### src/rtl/bcd_to_bin.sv
// Two-digit BCD to binary converter, reverse double dabble, one bit per clock.
// Start/done handshake; fixed BIN_W-cycle latency; start ignored while busy.
module bcd_to_bin #(
  parameter int BIN_W = 8
) (
  input  logic             clk_i,
  input  logic             rst_i,
  input  logic             start_i,
  input  logic [3:0]       tens_i,
  input  logic [3:0]       ones_i,
  output logic [BIN_W-1:0] bin_o,
  output logic             busy_o,
  output logic             done_o,
  output logic             err_o
);

  localparam int CNT_W = $clog2(BIN_W);
  localparam logic [CNT_W-1:0] CNT_LAST = CNT_W'(BIN_W - 1);

  localparam logic [0:0] S_IDLE  = 1'b0;
  localparam logic [0:0] S_SHIFT = 1'b1;

  logic [0:0]       state_q, state_d;
  logic [CNT_W-1:0] cnt_q, cnt_d;
  logic [7:0]       bcd_q, bcd_d;
  logic [BIN_W-1:0] res_q, res_d;
  logic             inv_q, inv_d;
  logic [BIN_W-1:0] bin_q, bin_d;
  logic             busy_q, busy_d;
  logic             done_q, done_d;
  logic             err_q, err_d;

  // One iteration: shift {bcd,res} right, then pull each BCD nibble back by 3 if >= 8
  logic [7:0]       bcd_sh;
  logic [7:0]       bcd_adj;
  logic [BIN_W-1:0] res_sh;

  assign bcd_sh = {1'b0, bcd_q[7:1]};
  assign res_sh = {bcd_q[0], res_q[BIN_W-1:1]};
  assign bcd_adj[7:4] = (bcd_sh[7:4] >= 4'd8) ? (bcd_sh[7:4] - 4'd3) : bcd_sh[7:4];
  assign bcd_adj[3:0] = (bcd_sh[3:0] >= 4'd8) ? (bcd_sh[3:0] - 4'd3) : bcd_sh[3:0];

  always_comb begin
    state_d = state_q;
    cnt_d   = cnt_q;
    bcd_d   = bcd_q;
    res_d   = res_q;
    inv_d   = inv_q;
    bin_d   = bin_q;
    busy_d  = busy_q;
    done_d  = 1'b0;
    err_d   = err_q;
    case (state_q)
      S_IDLE: begin
        if (start_i) begin
          bcd_d   = {tens_i, ones_i};
          res_d   = '0;
          inv_d   = (tens_i > 4'd9) | (ones_i > 4'd9);
          cnt_d   = '0;
          busy_d  = 1'b1;
          state_d = S_SHIFT;
        end
      end
      S_SHIFT: begin
        bcd_d = bcd_adj;
        res_d = res_sh;
        cnt_d = cnt_q + CNT_W'(1);
        if (cnt_q == CNT_LAST) begin
          bin_d   = inv_q ? '0 : res_sh;
          err_d   = inv_q;
          done_d  = 1'b1;
          busy_d  = 1'b0;
          cnt_d   = '0;
          state_d = S_IDLE;
        end
      end
      default: state_d = S_IDLE;
    endcase
  end

  always_ff @(posedge clk_i) begin
    if (rst_i) begin
      state_q <= S_IDLE;
      cnt_q   <= '0;
      bcd_q   <= '0;
      res_q   <= '0;
      inv_q   <= 1'b0;
      bin_q   <= '0;
      busy_q  <= 1'b0;
      done_q  <= 1'b0;
      err_q   <= 1'b0;
    end else begin
      state_q <= state_d;
      cnt_q   <= cnt_d;
      bcd_q   <= bcd_d;
      res_q   <= res_d;
      inv_q   <= inv_d;
      bin_q   <= bin_d;
      busy_q  <= busy_d;
      done_q  <= done_d;
      err_q   <= err_d;
    end
  end

  assign bin_o  = bin_q;
  assign busy_o = busy_q;
  assign done_o = done_q;
  assign err_o  = err_q;

endmodule

### config.mk
export PLATFORM = sky130hd
export DESIGN_NAME = bcd_to_bin
export DESIGN_NICKNAME = d
export VERILOG_FILES = /design/src/rtl/bcd_to_bin.sv
export SDC_FILE = /design/constraint.sdc
export NUM_CORES = 1
export LEC_CHECK = 0
export CORE_UTILIZATION = 55
export DETAILED_ROUTE_END_ITERATION = 8
export GPL_ROUTABILITY_DRIVEN = 0
export GPL_TIMING_DRIVEN = 0
export PLACE_DENSITY = 0.9
export SYNTH_ARGS = -nofsm -noshare
export SYNTH_HDL_FRONTEND = slang
export SYNTH_SLANG_ARGS = --single-unit
### constraint.sdc
create_clock -name clk_i -period 1.79 [get_ports clk_i]
set_input_delay 0.358 -clock clk_i [delete_from_list [all_inputs] [get_ports clk_i]]
set_output_delay 0.358 -clock clk_i [all_outputs]
set_load 0.01 [all_outputs]
Word level (Yosys, flattened, before mapping)
Index checks and enable logic that the tools add are counted.

Add/subtract/negate cells: 3. Order comparisons: 4. Equal/unequal tests: 3. Multiplexer cells: 17. Bitwise logic cells: 2. Reductions and logical operators: 4.

Operators by type and width (count): $pmux 8 s2 (2); $mux 8 (3); $gt 4x4->1 const B (2); $mux 4 (2); $mux 3 (2); $pmux 3 s2 (1); $reduce_and 2->1 (3); $mux 1 (5); $ge 3x4->1 const B (1); $ge 4x4->1 const B (1); $pmux 1 s2 (2); $sub 3x2->4 const B (1); $sub 4x2->4 const B (1); $add 3x1->3 const B (1); $eq 3x3->1 const B (1); $ne 2x1->1 const B (1); $ne 2x2->1 const B (1); $reduce_or 2->1 (1); $not 1->1 (1); $or 1x1->1 (1).

Register bits after elaboration: 32. Output and inout port bits: 11.

Depth between registers and ports, before layout
Gate-level depths: netlist (run 1).

Word-level depth: 3. Depth in mapped cells: 5. Depth with buffers taken out: 5.

Worst setup path before layout (run 1)
OpenSTA, ideal clock, no wires.

Path kind: reg-to-reg. From: register cnt_q[0]. To: register bin_q[0] (netlist: bin_o[0]). Library setup time: 0.059 ns. Arrival time: 1.174 ns. Data required time: 1.731 ns. Slack: 0.557 ns. Cell stages (with the launch flop): 6. Buffers on the path: 1. Period minus slack after synthesis: 1.233 ns. Cell sequence: dfxtp_1 ha_1 ha_1 a21oi_1 buf_2 a22o_1.

Cells in the longest elaborated chain, start to end: 2.

RTL lines: from (decl) (line 24) `logic [CNT_W-1:0] cnt_q, cnt_d;`; from (signal assigned) (line 94) `cnt_q <= cnt_d;`; $eq 3x3->1 (line 68) `if (cnt_q == CNT_LAST) begin`; $reduce_and 2->1 (no line); to (signal assigned) (line 98) `bin_q <= bin_d;`; to (decl) (line 28) `logic [BIN_W-1:0] bin_q, bin_d;`.

Every way passes these cells. A chain may end at the register's enable or synchronous reset.

Worst setup path after layout (run 1)
From: register bin_q[3] (netlist: bin_o[3]). To: output bin_o[3].

RTL lines: to (decl) (line 11) `output logic [BIN_W-1:0] bin_o,`.

No word-level cell between the ends.

==> results of run 1 <==
## synth_stat cells
library cell,number,area share [%]
nor3b_1,8,4.7
inv_1,2,0.58
and2b_1,3,1.7
mux2_1,3,2.6
a21oi_1,11,4.3
nor3_4,1,1.3
mux2i_1,7,5.4
o22a_1,1,0.68
or3b_1,1,0.68
nor3_1,1,0.39
o21ai_0,2,0.78
dfxtp_1,31,48
xnor2_1,2,1.4
buf_2,5,1.9
a22o_1,9,6.1
ha_1,4,3.9
buf_4,1,0.58
a311oi_2,1,1.2
clkbuf_1,1,0.29
nor2_1,16,4.7
nor2b_1,2,0.97
nand3b_1,1,0.58
nand2_1,2,0.58
o21a_1,1,0.58
and2b_4,1,0.78
buf_6,2,1.7
a211oi_1,6,3.5
## sequential cells by signal, indices dropped and copies added, names as in the netlist, 3 cells and up
signal,flops
bcd_q,8
bin_o,8
res_q,7
cnt_q,3
## stage by stage
step	util, %	std cells	power, W	hold WS (ns)
after global routing	71.6	182	0.00132	0.495
after CTS	71.6	182	0.00127	0.468
after global placement	69.3	174	0.000881	0.446
final	71.6	182	0.00127	0.469
after floorplan	-	125	0.000834	0.434
after detailed placement	69.3	174	0.000890	0.446
## worst max path at each step
| stage | to | depth (start not counted) |
|---|---|---|
| after floorplan | bin_o[0] | 5 |
| after global placement | bcd_q[4] | 5 |
| after detailed placement | bcd_q[6] | 5 |
| after CTS | bin_o[3] | 1 |
| after global routing | bin_o[4] | 1 |
| final | bin_o[3] | 1 |
## worst register-to-register path, cell delays in order (launching register included)
cell,delay [ns]
dfxtp_1,0.33
ha_1,0.20
ha_1,0.21
a21oi_1,0.18
buf_2,0.25
a22o_1,0.18
## power by group
part | internal (W) | switching, W
Sequential | 0.000711 | 0.0000182
Combinational | 0.0000732 | 0.0000716
Clock | 0.000153 | 0.000239
## routing by layer
metal / up-vias / GRT usage, %
met5: - / 0
met4: 0 / 17.1
met3: 10 / 6.36
met2: 22 / 39.8
met1: 484 / 28.5
li1: 502 / -
## cell families (layout without fill, tap and decap cells)
kind of cell | count (synthesis) | count (layout) | share of synthesized area, %
buffers and inverters | 11 | 40 | 5.15
and+or+nand+nor | 36 | 36 | 16.3
adders and majority gates | 4 | 4 | 3.88
AOI/OAI and AO/OA | 31 | 31 | 17.1
DFF | 31 | 31 | 48.2
muxes | 10 | 10 | 8.06
xor gates and xnor gates | 2 | 2 | 1.36
## area by class of cell
type                            instances  area share [%]
Sequential cell                        31            39.2
Buffer                                  9            3.71
Tap cell                               28            2.21
Clock inverter                          1           0.316
Clock buffer                            7            2.84
Timing Repair Buffer                   21            13.3
Multi-Input combinational cell         83            38.0
Inverter                                2           0.474
==> impl_metrics.env, run 1 <==
export IMPL_p_leak_nw=0.614
export IMPL_cts_num_sinks=31
export IMPL_synth_avg_cell_area_um2=10.3
export IMPL_rrSetupSlack_ns=0.38
export IMPL_syn2layout_area_growth_pct=22.9
export IMPL_tightest_slew_ns=0.476
export IMPL_fill_cells=172
export IMPL_io_pins=22
export IMPL_reg2reg_depth=5
export IMPL_worst_path_buf_inv=1
export IMPL_wl_mm=2.57
export IMPL_dieArea_um2=2540
export IMPL_drc=0
export IMPL_n_antenna_cell=0
export IMPL_required_ns=1.43
export IMPL_path_delay_family="buffers and inverters"
export IMPL_grt_pass1_vias=1051
export IMPL_grt_ovfl_total=0
export IMPL_hold_depth=1
export IMPL_skew_ns=0.00247
export IMPL_htreeDepth=2
export IMPL_tritoncts="done"
export IMPL_rsz0062_at_grt="no"
export IMPL_cts_resized_gates=0
export IMPL_period_minus_slack_ns=1.59
export IMPL_cpPeakStageDelay_ns=0.54
export IMPL_drv_slew=0
export IMPL_multi_input_area_um2=602
export IMPL_setup_viol=0
export IMPL_reg2reg_from="cnt_q[0]"
export IMPL_cpMaxStageDelayCell="clkdlybuf4s50_1"
export IMPL_nets=168
export IMPL_synth_cell_types=27
export IMPL_ant_nets=0
export IMPL_fp_dieH_um=50.4
export IMPL_layout_drive_gt1_share_pct=11.0
export IMPL_cts_buffers_inserted=5
export IMPL_start_util_pct=58.3
export IMPL_m1WireLength_mm=1.11
export IMPL_met3_length_um=99
export IMPL_place_area_um2=1530
export IMPL_wire_per_inst_um=14.1
export IMPL_path_cells="clkdlybuf4s50_1"
export IMPL_pre_cts_ws_ns=0.0750
export IMPL_drt_pass1_iter_count=4
export IMPL_first_iter_violations=23
export IMPL_ys_ff_latch=31
export IMPL_grt_total_usage_pct=24.7
export IMPL_cp_max_fo=2
export IMPL_worst_setup_path_type="register to output pin"
export IMPL_cap_viol_max_count=0
export IMPL_yosys_warnings=0
export IMPL_syn_cell_area_um2=1290
export IMPL_critPathLaunch="bin_o[3]"
export IMPL_outcome="finished, final reports clean"
export IMPL_min_from="res_q[1]"
export IMPL_hp_class="register to register"
export IMPL_vias=1018
export IMPL_clk_pin_slew_ns=0.09
export IMPL_synth_net_count=140
export IMPL_ctsLongestPathBuffers=2
export IMPL_seq_area_um2=621
export IMPL_core_um2=2210
export IMPL_setup_tns_ns=0
export IMPL_grt_pass1_wl_mm=4.60
export IMPL_grt_max_degree=11
export IMPL_start_kind="register"
export IMPL_highest_layer="met4"
export IMPL_cp_arrival_ns=1.23
export IMPL_peakVddDrop_uv=628
export IMPL_end_kind="output pin"
export IMPL_rows=17
export IMPL_die_x_um=50.4
export IMPL_routed_via_density=5.59
export IMPL_post_cts_setup_buffer_count=0
export IMPL_layout_commonest_cell="dfxtp_1"
export IMPL_cts_root_buf="clkbuf_4"
export IMPL_final_area_um2=1580
export IMPL_dp_hpwl_mm=1.85
export IMPL_finalHoldViolations=0
export IMPL_clk_latency_ns=0.33
export IMPL_p_per_area_nw_per_um2=799
export IMPL_numPortBuffers=21
export IMPL_finalWorstSetupSlack_ns=0.203
export IMPL_cts_hold_fix_buffers=0
export IMPL_r2r_end="bin_o[4]"
export IMPL_seq_area_frac_synth_pct=48.2
export IMPL_fmax_ghz=0.630
export IMPL_timing_slew_headroom_pct=68.3
export IMPL_syn_inst=125
export IMPL_min_to="bin_o[0]"
export IMPL_met2RoutedLength_mm=1.28
export IMPL_most_common_layout_cells="31 x dfxtp_1, 21 x clkdlybuf4s50_1, 16 x nor2_1, 11 x a21oi_1, 9 x a22o_1"
export IMPL_finalCritPeriodShare_pct=88.7
export IMPL_antenna_found_initial=0
Power figures use the tool's default switching activity.
==> run 2, diff against run 1 <==
--- a/config.mk
+++ b/config.mk
@@ -6,6 +6,7 @@
 export NUM_CORES = 1
 export LEC_CHECK = 0
 export CORE_UTILIZATION = 55
+export CTS_CLUSTER_SIZE = 24
 export DETAILED_ROUTE_END_ITERATION = 8
 export GPL_ROUTABILITY_DRIVEN = 0
 export GPL_TIMING_DRIVEN = 0
==> results of run 2 <==
Final layout, timing and power as in run 1 (identical DEF).
==> run 3, diff against run 2 <==
--- a/config.mk
+++ b/config.mk
@@ -6,11 +6,12 @@
 export NUM_CORES = 1
 export LEC_CHECK = 0
 export CORE_UTILIZATION = 55
-export CTS_CLUSTER_SIZE = 24
+export CTS_CLUSTER_SIZE = 40
 export DETAILED_ROUTE_END_ITERATION = 8
 export GPL_ROUTABILITY_DRIVEN = 0
 export GPL_TIMING_DRIVEN = 0
 export PLACE_DENSITY = 0.9
+export SLEW_MARGIN = 30
 export SYNTH_ARGS = -nofsm -noshare
 export SYNTH_HDL_FRONTEND = slang
 export SYNTH_SLANG_ARGS = --single-unit
==> results of run 3 <==
Final layout, timing and power as in run 1 (identical DEF).
